### config.mk
export PLATFORM = sky130hd
export DESIGN_NAME = i1_ctrl_initiator
export DESIGN_NICKNAME = d
export VERILOG_FILES = /design/src/rtl/i1_ctrl_pkg.sv /design/src/rtl/i1_cmd_fifo.sv /design/src/rtl/i1_ctrl_initiator.sv
export SDC_FILE = /design/constraint.sdc
export NUM_CORES = 1
export LEC_CHECK = 0
export BUFFER_PORTS_ARGS = -buffer_cell sky130_fd_sc_hd__buf_2
export CORE_MARGIN = 2
export CORE_UTILIZATION = 30
export DETAILED_ROUTE_END_ITERATION = 10
export GPL_TIMING_DRIVEN = 0
export PLACE_DENSITY_LB_ADDON = 0.08
export SLEW_MARGIN = 30
export SYNTH_ARGS = -nofsm -noshare
export SYNTH_HDL_FRONTEND = slang
export SYNTH_SLANG_ARGS = --single-unit
### constraint.sdc
create_clock -name clk -period 4.9 [get_ports clk]
set_input_delay 0.245 -clock clk [delete_from_list [all_inputs] [get_ports clk]]
set_output_delay 0.245 -clock clk [all_outputs]
set_load 0.05 [all_outputs]
### src/rtl/i1_ctrl_pkg.sv
// Shared types for the i1 control initiator: command/response records,
// FSM state encoding and the default busy timeout.
package i1_ctrl_pkg;

    typedef struct packed {
        logic [6:0] mask;
        logic [1:0] mode;
        logic       state;
    } i1_cmd_t;

    typedef struct packed {
        logic grant;
        logic busy;
        logic hold;
    } i1_rsp_t;

    typedef enum logic [2:0] {
        ST_IDLE,
        ST_DRIVE,
        ST_SETTLE_W,
        ST_SAMPLE,
        ST_RESP
    } i1_state_e;

    localparam int DEFAULT_TIMEOUT = 15;

endpackage

### src/rtl/i1_cmd_fifo.sv
// Synchronous command FIFO of i1_cmd_t; DEPTH must be a power of two.
// Head entry is presented on rdata whenever the FIFO is non-empty.
module i1_cmd_fifo
    import i1_ctrl_pkg::*;
#(
    parameter int DEPTH = 4
) (
    input  logic    clk,
    input  logic    rst,
    input  logic    push,
    input  logic    pop,
    input  i1_cmd_t wdata,
    output i1_cmd_t rdata,
    output logic    full,
    output logic    empty
);
    localparam int AW = $clog2(DEPTH);

    i1_cmd_t       mem [DEPTH];
    logic [AW-1:0] wptr, rptr;
    logic [AW:0]   count;
    logic          do_push, do_pop;

    assign full    = (count == (AW+1)'(DEPTH));
    assign empty   = (count == '0);
    assign do_pop  = pop && !empty;
    // a pop frees the slot the same cycle, so a full FIFO can still take a push
    assign do_push = push && (!full || do_pop);
    assign rdata   = mem[rptr];

    always_ff @(posedge clk) begin
        if (do_push) mem[wptr] <= wdata;
    end

    always_ff @(posedge clk or posedge rst) begin
        if (rst) begin
            wptr  <= '0;
            rptr  <= '0;
            count <= '0;
        end else begin
            if (do_push) wptr <= wptr + AW'(1);
            if (do_pop)  rptr <= rptr + AW'(1);
            case ({do_push, do_pop})
                2'b10:   count <= count + (AW+1)'(1);
                2'b01:   count <= count - (AW+1)'(1);
                default: count <= count;
            endcase
        end
    end

endmodule

### src/rtl/i1_ctrl_initiator.sv
// Initiating end of the i1 control interface: buffers commands, drives the
// responder request lines and returns each sampled outcome. Optional busy
// timeout is enabled by defining I1_INIT_TIMEOUT_EN.
module i1_ctrl_initiator
    import i1_ctrl_pkg::*;
#(
    parameter int FIFO_DEPTH = 4,
    parameter int SETTLE     = 1,
    parameter int TIMEOUT    = DEFAULT_TIMEOUT
) (
    input  logic       clk,
    input  logic       rst,
    input  logic       cmd_valid,
    output logic       cmd_ready,
    input  logic [6:0] cmd_mask,
    input  logic [1:0] cmd_mode,
    input  logic       cmd_state,
    output logic       req_en,
    output logic [6:0] req_mask,
    output logic [1:0] req_mode,
    output logic       req_state,
    input  logic       rsp_hold,
    input  logic       rsp_busy,
    input  logic       rsp_grant,
    output logic       res_valid,
    input  logic       res_ready,
    output logic [2:0] res_data,
    output logic       res_timeout
);
    localparam logic [2:0] SETTLE_LD = 3'(SETTLE - 1);

    if (FIFO_DEPTH < 2 || (FIFO_DEPTH & (FIFO_DEPTH - 1)) != 0 ||
        SETTLE < 1 || SETTLE > 7 || TIMEOUT < 1 || TIMEOUT > 255) begin : g_param_check
        $error("i1_ctrl_initiator: parameter out of range");
    end

    i1_state_e  state_q, state_d;
    i1_cmd_t    fifo_head, fifo_wdata;
    i1_rsp_t    rsp_now, res_q;
    logic       fifo_full, fifo_empty;
    logic       pop, cap, timed_out;
    logic [2:0] settle_cnt;

    assign fifo_wdata = '{mask: cmd_mask, mode: cmd_mode, state: cmd_state};
    assign rsp_now    = '{grant: rsp_grant, busy: rsp_busy, hold: rsp_hold};
    assign cmd_ready  = !fifo_full;
    assign res_data   = res_q;

    i1_cmd_fifo #(.DEPTH(FIFO_DEPTH)) u_fifo (
        .clk   (clk),
        .rst   (rst),
        .push  (cmd_valid && !fifo_full),
        .pop   (pop),
        .wdata (fifo_wdata),
        .rdata (fifo_head),
        .full  (fifo_full),
        .empty (fifo_empty)
    );

`ifdef I1_INIT_TIMEOUT_EN
    localparam logic [7:0] TO_MAX = 8'(TIMEOUT);

    logic [7:0] wait_cnt;
    logic       res_to_q;

    // wait_cnt counts busy samples already taken; the TIMEOUT+1-th one completes
    assign timed_out   = rsp_busy && (wait_cnt == TO_MAX);
    assign res_timeout = res_to_q;

    always_ff @(posedge clk or posedge rst) begin
        if (rst) begin
            wait_cnt <= '0;
            res_to_q <= 1'b0;
        end else begin
            if (state_q == ST_SAMPLE && rsp_busy && !timed_out)
                wait_cnt <= wait_cnt + 8'd1;
            else if (state_q == ST_RESP && res_ready)
                wait_cnt <= '0;
            if (cap) res_to_q <= timed_out;
        end
    end
`else
    assign timed_out   = 1'b0;
    assign res_timeout = 1'b0;
`endif

    always_ff @(posedge clk or posedge rst) begin
        if (rst) state_q <= ST_IDLE;
        else     state_q <= state_d;
    end

    always_comb begin
        state_d = state_q;
        pop     = 1'b0;
        cap     = 1'b0;
        case (state_q)
            ST_IDLE: begin
                if (!fifo_empty) begin
                    pop     = 1'b1;
                    state_d = ST_DRIVE;
                end
            end
            ST_DRIVE:    state_d = (SETTLE == 1) ? ST_SAMPLE : ST_SETTLE_W;
            ST_SETTLE_W: if (settle_cnt == 3'd1) state_d = ST_SAMPLE;
            ST_SAMPLE: begin
                if (!rsp_busy || timed_out) begin
                    cap     = 1'b1;
                    state_d = ST_RESP;
                end
            end
            ST_RESP:     if (res_ready) state_d = ST_IDLE;
            default:     state_d = ST_IDLE;
        endcase
    end

    always_ff @(posedge clk or posedge rst) begin
        if (rst) begin
            req_en     <= 1'b0;
            req_mask   <= '0;
            req_mode   <= '0;
            req_state  <= 1'b0;
            settle_cnt <= '0;
            res_valid  <= 1'b0;
            res_q      <= '0;
        end else begin
            if (pop) begin
                req_en    <= 1'b1;
                req_mask  <= fifo_head.mask;
                req_mode  <= fifo_head.mode;
                req_state <= fifo_head.state;
            end
            if (state_q == ST_DRIVE)
                settle_cnt <= SETTLE_LD;
            else if (state_q == ST_SETTLE_W)
                settle_cnt <= settle_cnt - 3'd1;
            // request lines keep their last values through RESP; only enable drops
            if (cap) begin
                req_en    <= 1'b0;
                res_valid <= 1'b1;
                res_q     <= rsp_now;
            end else if (state_q == ST_RESP && res_ready) begin
                res_valid <= 1'b0;
            end
        end
    end

endmodule

==> qor.log, run 1 <==
qor: setup_path.slowest_stage sky130_fd_sc_hd__or4_4
qor: cts.clock-sinks 68
qor: placement.place.gp.congestion 0.698
qor: setup_path.cp_cell_instances buf_6, or4_4, buf_6, buf_12, inv_1, ha_1, inv_1, fa_1, xor2_1, nor2_1, xor2_1
qor: pwr.total_power 0.00224 W
qor: cts.postCtsSetupBuffers 0
qor: global_routing.grt-busiest-layer met2
qor: detailed_routing.routed-via-count 1,493
qor: sta.final.setup.worst_slack 2410 ps
qor: synth.library_cell_occupying_the_most_area_in_the_post_synthesis_netlist sky130_fd_sc_hd__edfxtp_1
qor: sta.fin_setup_tns 0 ps
qor: detailed_routing.detailedRoute.firstIterationViolations 51
qor: synth.synth.top_cell.area_share 42.5%
qor: floorplan.die_boundary_height 101 um
qor: sta.setup_viol 0
qor: pwr.seq_power_share 39.7%
qor: synth.avgSynthCellArea 16.7 um2
qor: placement.placed_wire_length_estimate 3620 um
qor: synth.most_common_flop_cell_mapped_by_yosys sky130_fd_sc_hd__edfxtp_1
qor: global_routing.global_route.usage.total 11.7%
qor: sta.max_fclk 0.402 GHz
qor: synth.synth.distinct_cells 33
qor: detailed_routing.remaining_design_rule_violation_count 0
qor: detailed_routing.drt.antenna.violating_nets 0
qor: setup_path.worst_setup_path_start_kind register
qor: cts.ctsHtreeMaxLevel 3
qor: finish.design.final.nets 238
qor: synth.mappedNetlistNets 194
qor: pwr.power.share.switching 38.3%
qor: finish.syn_to_final_growth 17.3%
qor: finish.layout_commonest_cell sky130_fd_sc_hd__edfxtp_1
qor: placement.post_dp_cell_area 0.00313 mm2
qor: finish.stdcell_area 0.00332 mm2
qor: sta.max_slew.worst_pin.slew 727 ps
qor: sta.final_min_period_over_clock_period 50.8%
qor: detailed_routing.drt_first_pass_iters 4
qor: detailed_routing.vias_per_cell 4.54
qor: synth.synth_edf_count 40
qor: cts.clock-root-buffer sky130_fd_sc_hd__clkbuf_8
qor: synth.synth.yosys.seq_area_share 67.3%
qor: setup_path.crit_family simple AND/OR/NAND/NOR gates
qor: floorplan.core-area 0.00920 mm2
qor: placement.dp_slack 2400 ps
qor: cts.clk_pin_slew_worst_paths 80 ps
qor: synth.netlist_area_pre_place 0.00283 mm2
qor: cts.clock_tree_from_tritoncts yes
qor: cts.clock_latency 340 ps
qor: floorplan.floorplan.die.width 101 um
qor: detailed_routing.drt-wirelength-per-cell 16.1 um
qor: synth.postSynthRegisterBits 68
qor: global_routing.gr_ovfl_total 0
qor: global_routing.groute.layer.met1.usage 13.7%
qor: global_routing.gr-usage-met3 2.64%
qor: pwr.irDropWorstVdd 0.000260 V
qor: setup_path.endpoint_kind register
qor: sta.slew_headroom 51.5%
qor: finish.insertedDiodeCount 0
qor: synth.number_of_warning_messages_in_the_yosys_log 0
qor: sta.post-route-min-period 2490 ps
qor: sta.timing_max_transition_violations_final 0
qor: setup_path.worst-endpoint-arrival 2760 ps
qor: floorplan.floorplan.initialDensity 30.7%
qor: pwr.clockPowerShare 18.4%
qor: setup_path.critPathBufInv 5
qor: synth.synth_area_leaders sky130_fd_sc_hd__edfxtp_1 42%, sky130_fd_sc_hd__dfrtp_1 25%, sky130_fd_sc_hd__mux4_2 8.0%
qor: pwr.share_comb_of_total_power 41.9%
qor: sta.grt_setup_unrepaired no
qor: hold_path.hold_path.class primary input to register
qor: global_routing.number_of_global_route_vias_before_repair 1,675
qor: pwr.power_density 675 mW/mm2
qor: pwr.internal-power 0.00138 W
qor: run.cap_viol_max_count 0
qor: sta.hold_viol 0
qor: pwr.power_leakage 1.35 nW
qor: finish.highest_count_cells_in_the_layout_ignoring_fill_and_taps 40 x sky130_fd_sc_hd__edfxtp_1, 33 x sky130_fd_sc_hd__buf_2, 28 x sky130_fd_sc_hd__dfrtp_1, 13 x sky130_fd_sc_hd__inv_1
qor: synth.post_synth_inst_count 169
qor: global_routing.grt_antenna_before_repair 0
qor: pwr.power_switching 0.000857 W
qor: status.result_of_the_run completed
qor: floorplan.fp.dieArea 0.0102 mm2
qor: global_routing.global_route.usage.met2 20.0%
qor: cts.numCtsBuffers 9
qor: setup_path.crit_required 5170 ps
qor: sta.finClkSkew 7.88 ps
qor: setup_path.cp_max_fo 10
qor: setup_path.cp_slowest_stage_delay 530 ps
qor: finish.fillers 902
qor: synth.synthArstFlopShare 41.2%
qor: setup_path.critPathKind register to register
qor: cts.clk_path_buf_depth 2
qor: detailed_routing.routed_wl 5310 um
qor: finish.drive_above_1_share 36.7%
qor: floorplan.placement_rows 35
qor: global_routing.grt_first_pass_wirelength 8640 um
qor: floorplan.ios 34
qor: global_routing.grt_max_degree 29
qor: placement.buffer_ports.inserted 32
cell usage after synthesis (2+ instances only):
library cell / number
sky130_fd_sc_hd__nand2_1: 3
sky130_fd_sc_hd__clkbuf_1: 3
sky130_fd_sc_hd__nor2_1: 4
sky130_fd_sc_hd__o21ai_0: 8
sky130_fd_sc_hd__xnor2_1: 3
sky130_fd_sc_hd__a21oi_1: 6
sky130_fd_sc_hd__edfxtp_1: 40
sky130_fd_sc_hd__mux2_2: 6
sky130_fd_sc_hd__ha_1: 7
sky130_fd_sc_hd__nor3_1: 4
sky130_fd_sc_hd__inv_1: 14
sky130_fd_sc_hd__and3_1: 4
sky130_fd_sc_hd__mux2_4: 7
sky130_fd_sc_hd__xor2_1: 3
sky130_fd_sc_hd__nor3b_1: 2
sky130_fd_sc_hd__dfrtp_1: 28
sky130_fd_sc_hd__mux4_2: 10
sky130_fd_sc_hd__buf_6: 2
final cells by class:
class                   instances  area [um2]  area share [%]
clock inverters                 5        37.5            1.13
flip-flops and latches         68        1900            57.4
multi-input cells              79         807            24.3
well taps                     111         139            4.19
repair buffers                 33         170            5.13
plain buffers                   8        66.3            2.00
clock buffers                  11         141            4.26
inverters                      14        52.6            1.58
stage by stage:
stage | cells | hold slack (ps) | util [%]
finish | 329 | 120 | 36.1
global placement | 312 | 456 | 34.0
floorplan | 169 | 310 | -
detailed placement | 312 | 371 | 34.0
global route | 329 | 109 | 36.1
CTS | 329 | 105 | 36.1
worst reg2reg max path: cells and delay by family (launching register included):
| family | cells | cell delay (ps) |
|---|---|---|
| simple gates | 2 | 650 |
| fa+ha+maj | 2 | 550 |
| xor+xnor | 2 | 300 |
| buf+inv | 5 | 550 |
| flops | 1 | 370 |
power groups by stage:
| stage | Sequential [W] | Combinational (W) | Clock [W] |
|---|---|---|---|
| after CTS | 0.000890 | 0.000962 | 0.000427 |
| after global placement | 0.000888 | 0.000925 | 0 |
| after detailed placement | 0.000901 | 0.000957 | 0 |
| after floorplan | 0.00108 | 0.000549 | 0 |
| after global routing | 0.000911 | 0.00103 | 0.000449 |
| final | 0.000888 | 0.000938 | 0.000412 |
state kept, by name, summed over array words and instances, names as in the netlist:
register	count
req_en	1
u_fifo.wptr	2
res_data	3
u_fifo.rptr	2
res_valid	1
settle_cnt	3
req_mode	2
u_fifo.count	3
req_mask	7
req_state	1
state_q	3
u_fifo.mem	40
final timing paths:
check	start	endpoint	slack, ps	cells past startpoint
setup / recovery	state_q[0]	u_fifo.count[2]	2410	11
hold / removal	cmd_mask[5]	u_fifo.mem[2][8]	120	1
setup reg to reg	state_q[0]	u_fifo.count[2]	2410	11
hold reg to reg	u_fifo.count[2]	u_fifo.count[2]	500	1
max in group asynchronous	rst	settle_cnt[0]	3940	3
min in group asynchronous	rst	u_fifo.count[0]	540	3
what timing repair did:
item / 4_1_cts / 5_1_grt
hold buffers: 1 / 0
hold endpoints to repair: 6 / 0
resized for setup: 0 / 0
per-layer routing:
metal  up-vias  share of wire [%]
met5         -                  0
met4         0                1.9
met3         9                3.4
met2        25                 52
met1       751                 43
li1        708                  -
logic make-up after synthesis:
family / Yosys count / synth area share, %
DFF: 68 / 67.3
muxes: 24 / 14.4
and+or+nand+nor: 24 / 5.13
buffers and inverters: 22 / 4.20
AOI/OAI and AO/OA: 16 / 3.19
adders and majority gates: 8 / 3.81
xor gates and xnor gates: 6 / 1.86
other: 1 / 0.133
(Power assumes the default switching activity.)
==> inputs of run 2 (changes only) <==
--- a/config.mk
+++ b/config.mk
@@ -5,6 +5,7 @@
 export SDC_FILE = /design/constraint.sdc
 export NUM_CORES = 1
 export LEC_CHECK = 0
+export ABC_AREA = 1
 export BUFFER_PORTS_ARGS = -buffer_cell sky130_fd_sc_hd__buf_2
 export CORE_MARGIN = 2
 export CORE_UTILIZATION = 30
==> constraint.sdc (replaced) <==
create_clock -name clk -period 2.32 [get_ports clk]
set_input_delay 0.116 -clock clk [delete_from_list [all_inputs] [get_ports clk]]
set_output_delay 0.116 -clock clk [all_outputs]
set_load 0.05 [all_outputs]
==> qor.log, run 2 <==
qor: placement.place_inst 436 [+40%]
qor: finish.largest_register_ffs 40 [unchanged]
qor: setup_path.endpoint_kind register
qor: synth.synthMostInstantiatedCell sky130_fd_sc_hd__nand2_1
qor: status.result_of_the_run completed
qor: detailed_routing.drt_first_pass_iters 4 [unchanged]
qor: synth.avgSynthCellArea 10.5 um2 [-37%]
qor: placement.place.gp.congestion 0.741 [+6.2%]
qor: global_routing.global_route.usage.total 13.3% [+1.5 points]
qor: sta.final.setup.worst_slack 192 ps [-2220 ps]
qor: global_routing.number_of_global_route_vias_before_repair 1,887 [+13%]
qor: setup_path.critPathKind register to register
qor: detailed_routing.routed-via-count 1,923 [+29%]
qor: finish.syn_to_final_growth 24.4%
qor: setup_path.cp_cell_instances nor2_4, nand3_4, inv_4, buf_8, ha_1, inv_1, fa_1, a21oi_1, o21ai_0, xor2_1
qor: synth.synth_edf_count 40 [unchanged]
qor: finish.highest_count_cells_in_the_layout_ignoring_fill_and_taps 61 x sky130_fd_sc_hd__nand2_1, 51 x sky130_fd_sc_hd__nor2_1, 40 x sky130_fd_sc_hd__edfxtp_1, 36 x sky130_fd_sc_hd__buf_2, 28 x sky130_fd_sc_hd__dfrtp_1
qor: finish.fillers 956 [+6.0%]
qor: detailed_routing.detailedRoute.firstIterationViolations 58 [+14%]
qor: synth.postSynthRegisterBits 68 [unchanged]
qor: cts.clk_pin_slew_worst_paths 80 ps [about the same]
qor: cts.cts_hold_buf 11 [+10]
qor: cts.numCtsBuffers 9 [unchanged]
qor: synth.most_common_flop_cell_mapped_by_yosys sky130_fd_sc_hd__edfxtp_1
qor: sta.finClkSkew 9.11 ps [+1.23 ps]
qor: synth.yosys-top-cells-count 61 x sky130_fd_sc_hd__nand2_1, 55 x sky130_fd_sc_hd__nor2_1, 40 x sky130_fd_sc_hd__edfxtp_1
qor: detailed_routing.remaining_design_rule_violation_count 0 [unchanged]
qor: detailed_routing.drt.antenna.violating_nets 0 [unchanged]
qor: synth.library_cell_occupying_the_most_area_in_the_post_synthesis_netlist sky130_fd_sc_hd__edfxtp_1
qor: placement.dp_slack 188 ps [-2210 ps]
qor: finish.layout_commonest_cell sky130_fd_sc_hd__nand2_1
qor: cts.clock-sinks 68 [unchanged]
qor: finish.reg_top3 u_fifo.mem (40), req_mask (7)
qor: floorplan.placement_rows 35 [unchanged]
qor: pwr.internal-power 0.00314 W [+130%]
qor: sta.grt_setup_unrepaired no
qor: cts.clock_latency 340 ps [about the same]
qor: cts.postCtsSetupBuffers 0 [unchanged]
qor: synth.netlist_area_pre_place 0.00290 mm2 [+2.4%]
qor: finish.design.final.nets 354 [+49%]
qor: sta.hold_viol 0 [unchanged]
qor: finish.drive_above_1_share 21.6% [-15 points]
qor: hold_path.hold_path.class primary input to register
qor: pwr.power_density 1460 mW/mm2 [+120%]
qor: synth.synth.yosys.seq_area_share 65.7% [-1.6 points]
qor: global_routing.grt_first_pass_wirelength 10,100 um [+17%]
qor: detailed_routing.vias_per_cell 4.15 [-8.5%]
qor: pwr.power_switching 0.00212 W [+150%]
qor: cts.clock-root-buffer sky130_fd_sc_hd__clkbuf_8
qor: detailed_routing.drt-wirelength-per-cell 13.3 um [-17%]
qor: sta.post-route-min-period 2130 ps [-360 ps]
qor: pwr.clockPowerShare 24.3% [+5.9 points]
qor: global_routing.grt_antenna_before_repair 0 [unchanged]
qor: pwr.irDropWorstVdd 0.000528 V [+100%]
qor: floorplan.floorplan.initialDensity 31.2% [+0.45 points]
qor: setup_path.crit_required 2540 ps [-2630 ps]
qor: cts.clock_tree_from_tritoncts yes
qor: finish.area.sequential 0.00190 mm2 [unchanged]
qor: finish.multiInputGateArea 840 um2 [+4.0%]
qor: cts.cells_resized_by_post_cts_repair 0 [unchanged]
qor: sta.max_slew.worst_pin.slew 674 ps [-53.2 ps]
qor: synth.synth_area_leaders sky130_fd_sc_hd__edfxtp_1 41%, sky130_fd_sc_hd__dfrtp_1 24%, sky130_fd_sc_hd__nand2_1 7.9%
qor: cts.clk_path_buf_depth 2 [unchanged]
qor: pwr.seq_power_share 35.4% [-4.3 points]
qor: setup_path.worst-endpoint-arrival 2350 ps [-410 ps]
qor: sta.slew_headroom 55.0% [+3.5 points]
qor: synth.synth.top_cell.area_share 41.5% [-1.0 points]
qor: finish.insertedDiodeCount 0 [unchanged]
qor: setup_path.critPathBufInv 3 [-2]
qor: run.cap_viol_max_count 0 [unchanged]
qor: sta.setup_viol 0 [unchanged]
qor: pwr.share_comb_of_total_power 40.3% [-1.6 points]
qor: synth.mappedNetlistNets 300 [+55%]
qor: placement.post_dp_cell_area 0.00323 mm2 [+3.2%]
qor: sta.timing_max_transition_violations_final 0 [unchanged]
qor: setup_path.worst_setup_path_start_kind register
qor: sta.max_fclk 0.470 GHz [+17%]
qor: placement.buffer_ports.inserted 32 [unchanged]
qor: floorplan.ios 34 [unchanged]
qor: cts.ctsHtreeMaxLevel 3 [unchanged]
qor: finish.stdcell_area 0.00360 mm2 [+8.6%]
qor: setup_path.crit_family adder cells
qor: finish.layoutNonFillerInstCount 463 [+41%]
qor: setup_path.slowest_stage sky130_fd_sc_hd__dfrtp_1
qor: placement.placed_wire_length_estimate 3930 um [+8.8%]
qor: sta.fin_setup_tns 0 ps [unchanged]
qor: synth.number_of_warning_messages_in_the_yosys_log 0 [unchanged]
qor: global_routing.gr_ovfl_total 0 [unchanged]
qor: finish.finished_core_util 38.8% [+2.7 points]
qor: floorplan.die_boundary_height 102 um [+1.2%]
qor: floorplan.fp.dieArea 0.0105 mm2 [+2.3%]
qor: sta.final_min_period_over_clock_period 91.7% [+41 points]
qor: synth.synth.distinct_cells 26 [-21%]
qor: global_routing.grt_max_degree 29 [unchanged]
qor: detailed_routing.routed_wl 6180 um [+16%]
qor: setup_path.cp_max_fo 10 [unchanged]
qor: floorplan.floorplan.die.width 102 um [+1.2%]
qor: synth.post_synth_inst_count 275 [+63%]
qor: floorplan.core-area 0.00928 mm2 [+0.95%]
qor: synth.synthArstFlopShare 41.2% [unchanged]
qor: finish.registers.top_by_ff_count u_fifo.mem
qor: pwr.power_leakage 1.57 nW [+17%]
qor: pwr.power.share.switching 40.3% [+2.0 points]
qor: setup_path.r2r_slack 190 ps [-2220 ps]
qor: setup_path.cp_slowest_stage_delay 460 ps [-70 ps]
run 2: cell count changes after synthesis, moves of 7 or more:
cell / before / now
sky130_fd_sc_hd__nor2_1: 4 / 55
sky130_fd_sc_hd__o21ai_0: 8 / 20
sky130_fd_sc_hd__mux4_2: 10 / 0
sky130_fd_sc_hd__mux2_4: 7 / 0
sky130_fd_sc_hd__nand2_1: 3 / 61
sky130_fd_sc_hd__inv_1: 14 / 21
run 2: worst reg2reg max path: stages, from the launching register on:
cell	delay (ps)
sky130_fd_sc_hd__dfrtp_1	460
sky130_fd_sc_hd__nor2_4	180
sky130_fd_sc_hd__nand3_4	120
sky130_fd_sc_hd__inv_4	100
sky130_fd_sc_hd__buf_8	150
sky130_fd_sc_hd__ha_1	150
sky130_fd_sc_hd__inv_1	60
sky130_fd_sc_hd__fa_1	370
sky130_fd_sc_hd__a21oi_1	140
sky130_fd_sc_hd__o21ai_0	120
sky130_fd_sc_hd__xor2_1	160
run 2: path summary, 6_finish.rpt:
path                                  start          endpoint  cells after the start
worst max register to register   state_q[0]   u_fifo.count[2]                     10
worst max-delay path             state_q[0]   u_fifo.count[2]                     10
min in group asynchronous               rst        state_q[1]                      3
worst min register to register  res_data[0]       res_data[0]                      2
max in group asynchronous               rst       req_mask[5]                      3
worst min-delay path            cmd_mask[3]  u_fifo.mem[0][6]                      1
run 2: cell type report:
| type | instances | share of cell area (%) |
|---|---|---|
| sequential | 68 | 52.8 |
| multi-input combinational | 173 | 23.3 |
| timing repair buffer | 43 | 7.50 |
| tap | 129 | 4.48 |
| clock inverter | 6 | 3.79 |
| clock buffer | 10 | 3.54 |
| inverter | 25 | 2.67 |
| buffer | 9 | 1.91 |
run 2: power groups by stage:
stage	combinational (W)	clock (W)	sequential, W
floorplan	0.00121	0	0.00225
global placement	0.00214	0	0.00188
detailed placement	0.00215	0	0.00189
CTS	0.00218	0.00131	0.00187
global route	0.00241	0.00135	0.00191
finish	0.00212	0.00128	0.00186
run 2: logic make-up (layout without fill, tap and decap cells):
family                   count (synthesis)  after routing  synth area share, %
AO/OA/AOI/OAI                           30             30                 5.23
XOR/XNOR                                 4              4                 1.21
adder cells (fa/ha/maj)                  8              8                 3.71
buffers and inverters                   34             93                 5.70
flip-flops                              68             68                 65.7
other                                    1              1                0.129
AND/OR/NAND/NOR                        130            130                 18.4
run 2: routing by layer:
layer | vias up | share of wire, % | global-route usage [%]
li1 | 988 | - | -
met1 | 896 | 45 | 16.4
met2 | 34 | 50 | 22.6
met3 | 5 | 3.9 | 3.69
met4 | 0 | 1.0 | 4.31
met5 | - | 0 | 0
run 2: per-stage QoR:
stage	total power [W]	hold WS, ps
finish	0.00527	17.3
global route	0.00568	9.03
CTS	0.00536	2.10
detailed placement	0.00404	271
global placement	0.00402	333
floorplan	0.00347	181
==> inputs of run 3 (changes only) <==
--- a/config.mk
+++ b/config.mk
@@ -9,9 +9,11 @@
 export BUFFER_PORTS_ARGS = -buffer_cell sky130_fd_sc_hd__buf_2
 export CORE_MARGIN = 2
 export CORE_UTILIZATION = 30
+export CTS_CLUSTER_DIAMETER = 100
 export DETAILED_ROUTE_END_ITERATION = 10
 export GPL_TIMING_DRIVEN = 0
 export PLACE_DENSITY_LB_ADDON = 0.08
+export RECOVER_POWER = 100
 export SLEW_MARGIN = 30
 export SYNTH_ARGS = -nofsm -noshare
 export SYNTH_HDL_FRONTEND = slang
==> qor.log, run 3 (synthesis gave the netlist of run 2 again) <==
qor: status.result_of_the_run completed
qor: cts.cells_resized_by_post_cts_repair 0 [unchanged]
qor: cts.clock_tree_from_tritoncts yes
qor: floorplan.fp.dieArea 0.0105 mm2 [unchanged]
qor: detailed_routing.drt_first_pass_iters 4 [unchanged]
qor: placement.post_dp_cell_area 0.00323 mm2 [unchanged]
qor: sta.max_fclk 0.473 GHz [+0.68%]
qor: global_routing.grt_antenna_before_repair 0 [unchanged]
qor: floorplan.core-area 0.00928 mm2 [unchanged]
qor: placement.placed_wire_length_estimate 3930 um [unchanged]
qor: sta.timing_max_transition_violations_final 0 [unchanged]
qor: detailed_routing.drt.antenna.violating_nets 0 [unchanged]
qor: sta.grt_setup_unrepaired no
qor: finish.highest_count_cells_in_the_layout_ignoring_fill_and_taps 62 x sky130_fd_sc_hd__nand2_1, 57 x sky130_fd_sc_hd__nor2_1, 40 x sky130_fd_sc_hd__edfxtp_1, 28 x sky130_fd_sc_hd__clkbuf_1, 28 x sky130_fd_sc_hd__dfrtp_1
qor: finish.drive_above_1_share 10.5% [-11 points]
qor: cts.numCtsBuffers 9 [unchanged]
qor: detailed_routing.drt-wirelength-per-cell 13.4 um [+0.47%]
qor: sta.slew_headroom 18.3% [-37 points]
qor: run.cap_viol_max_count 0 [unchanged]
qor: global_routing.grt_first_pass_wirelength 10,100 um [unchanged]
qor: floorplan.placement_rows 35 [unchanged]
qor: detailed_routing.vias_per_cell 4.16 [about the same]
qor: sta.finClkSkew 9.46 ps [+0.352 ps]
qor: sta.max_slew.worst_pin.slew 1220 ps [+550 ps]
qor: floorplan.floorplan.initialDensity 31.2% [unchanged]
qor: finish.design.final.nets 354 [unchanged]
qor: sta.final_min_period_over_clock_period 91.1% [-0.62 points]
qor: setup_path.worst-endpoint-arrival 2340 ps [about the same]
qor: setup_path.endpoint_kind register
qor: global_routing.number_of_global_route_vias_before_repair 1,887 [unchanged]
qor: finish.stdcell_area 0.00354 mm2 [-1.6%]
qor: global_routing.gr_ovfl_total 0 [unchanged]
qor: finish.registers.top_by_ff_count u_fifo.mem
qor: cts.clock_latency 340 ps [about the same]
qor: pwr.power_density 1470 mW/mm2 [+0.22%]
qor: cts.clock-root-buffer sky130_fd_sc_hd__clkbuf_8
qor: sta.setup_viol 0 [unchanged]
qor: detailed_routing.detailedRoute.firstIterationViolations 59 [+1.7%]
qor: detailed_routing.routed-via-count 1,924 [+0.052%]
qor: finish.reg_top3 u_fifo.mem (40), req_mask (7)
qor: finish.largest_register_ffs 40 [unchanged]
qor: floorplan.ios 34 [unchanged]
qor: finish.insertedDiodeCount 0 [unchanged]
qor: global_routing.grt_max_degree 29 [unchanged]
qor: setup_path.crit_required 2540 ps [about the same]
qor: setup_path.cp_max_fo 10 [unchanged]
qor: cts.ctsHtreeMaxLevel 3 [unchanged]
qor: floorplan.floorplan.die.width 102 um [unchanged]
qor: detailed_routing.remaining_design_rule_violation_count 0 [unchanged]
qor: placement.place.gp.congestion 0.741 [unchanged]
qor: sta.post-route-min-period 2110 ps [-14.4 ps]
qor: pwr.irDropWorstVdd 0.000519 V [-1.8%]
qor: cts.clk_pin_slew_worst_paths 80 ps [about the same]
qor: setup_path.worst_setup_path_start_kind register
qor: finish.layout_commonest_cell sky130_fd_sc_hd__nand2_1
qor: setup_path.critPathKind register to register
qor: sta.hold_viol 0 [unchanged]
qor: finish.syn_to_final_growth 22.4%
qor: cts.clock-sinks 68 [unchanged]
qor: hold_path.hold_path.class primary input to register
qor: placement.buffer_ports.inserted 32 [unchanged]
qor: pwr.power_leakage 1.49 nW [-5.1%]
qor: detailed_routing.routed_wl 6200 um [+0.47%]
qor: sta.fin_setup_tns 0 ps [unchanged]
qor: global_routing.global_route.usage.total 13.3% [unchanged]
qor: floorplan.die_boundary_height 102 um [unchanged]
qor: cts.clk_path_buf_depth 2 [unchanged]
run 3: changes by cell type in the layout (fill, tap and decap cells not counted):
| cell | previous run | this run |
|---|---|---|
| sky130_fd_sc_hd__clkbuf_1 | 1 | 28 |
| sky130_fd_sc_hd__buf_2 | 36 | 10 |
| sky130_fd_sc_hd__nor2_1 | 51 | 57 |
| sky130_fd_sc_hd__nand2_2 | 2 | 1 |
| sky130_fd_sc_hd__nor2_2 | 7 | 1 |
| sky130_fd_sc_hd__inv_2 | 4 | 1 |
| sky130_fd_sc_hd__buf_6 | 1 | 0 |
| sky130_fd_sc_hd__inv_1 | 20 | 23 |
| sky130_fd_sc_hd__nand2_1 | 61 | 62 |
run 3: path summary, 6_finish.rpt:
| check | startpoint | end | slack (ps) | depth (start not counted) |
|---|---|---|---|---|
| setup / recovery | state_q[0] | u_fifo.count[2] | 210 | 10 |
| hold / removal | res_ready | res_valid | 70 | 4 |
| setup reg to reg | state_q[0] | u_fifo.count[2] | 210 | 10 |
| hold reg to reg | res_data[0] | res_data[0] | 470 | 2 |
| max in group asynchronous | rst | req_mask[5] | 950 | 3 |
| min in group asynchronous | rst | state_q[1] | 640 | 3 |
run 3: timing repair:
action | in CTS | in global routing
hold endpoints to repair | 62 | 0
hold buffers | 11 | 0
buffers inserted | 0 | 0
run 3: where the power goes:
part / leakage, nW / total [W] / internal, W / switching [W]
clock: 0.127 / 0.00128 / 0.000825 / 0.000451
sequential: 0.707 / 0.00186 / 0.00167 / 0.000193
combinational: 0.660 / 0.00205 / 0.000588 / 0.00147
total: 1.49 / 0.00519 / 0.00308 / 0.00211
run 3: critical path, stage by stage, from the launching register on:
cell                      delay (ps)
sky130_fd_sc_hd__dfrtp_1         460
sky130_fd_sc_hd__nor2_4          180
sky130_fd_sc_hd__nand3_4         110
sky130_fd_sc_hd__inv_4           100
sky130_fd_sc_hd__buf_8           150
sky130_fd_sc_hd__ha_1            150
sky130_fd_sc_hd__inv_1            60
sky130_fd_sc_hd__fa_1            370
sky130_fd_sc_hd__a21oi_1         140
sky130_fd_sc_hd__o21ai_0         120
sky130_fd_sc_hd__xor2_1          160
run 3: layout make-up:
cell class / instances / area, um2
Buffer: 9 / 61.3
Multi-Input combinational cell: 173 / 822
Clock buffer: 10 / 128
Tap cell: 129 / 161
Fill cell: 972 / 5740
Timing Repair Buffer: 43 / 238
Sequential cell: 68 / 1900
Clock inverter: 6 / 136
Inverter: 25 / 96.3
run 3: layer usage:
| layer | wire length, um | GRT usage, % | share of wire (%) |
|---|---|---|---|
| met3 | 196 | 3.69 | 3.2 |
| met2 | 3090 | 22.6 | 50 |
| met4 | 63 | 4.31 | 1.0 |
| met1 | 2850 | 16.4 | 46 |
| met5 | 0 | 0 | 0 |
run 3: through the flow:
step	util (%)	power [W]	setup WS, ps	hold slack [ps]	cells
global placement	34.7	0.00402	211	333	436
floorplan	-	0.00347	153	181	275
finish	38.2	0.00519	206	67.3	463
global route	38.2	0.00560	58.8	87.0	463
CTS	38.8	0.00536	174	2.10	463
detailed placement	34.8	0.00404	188	271	436
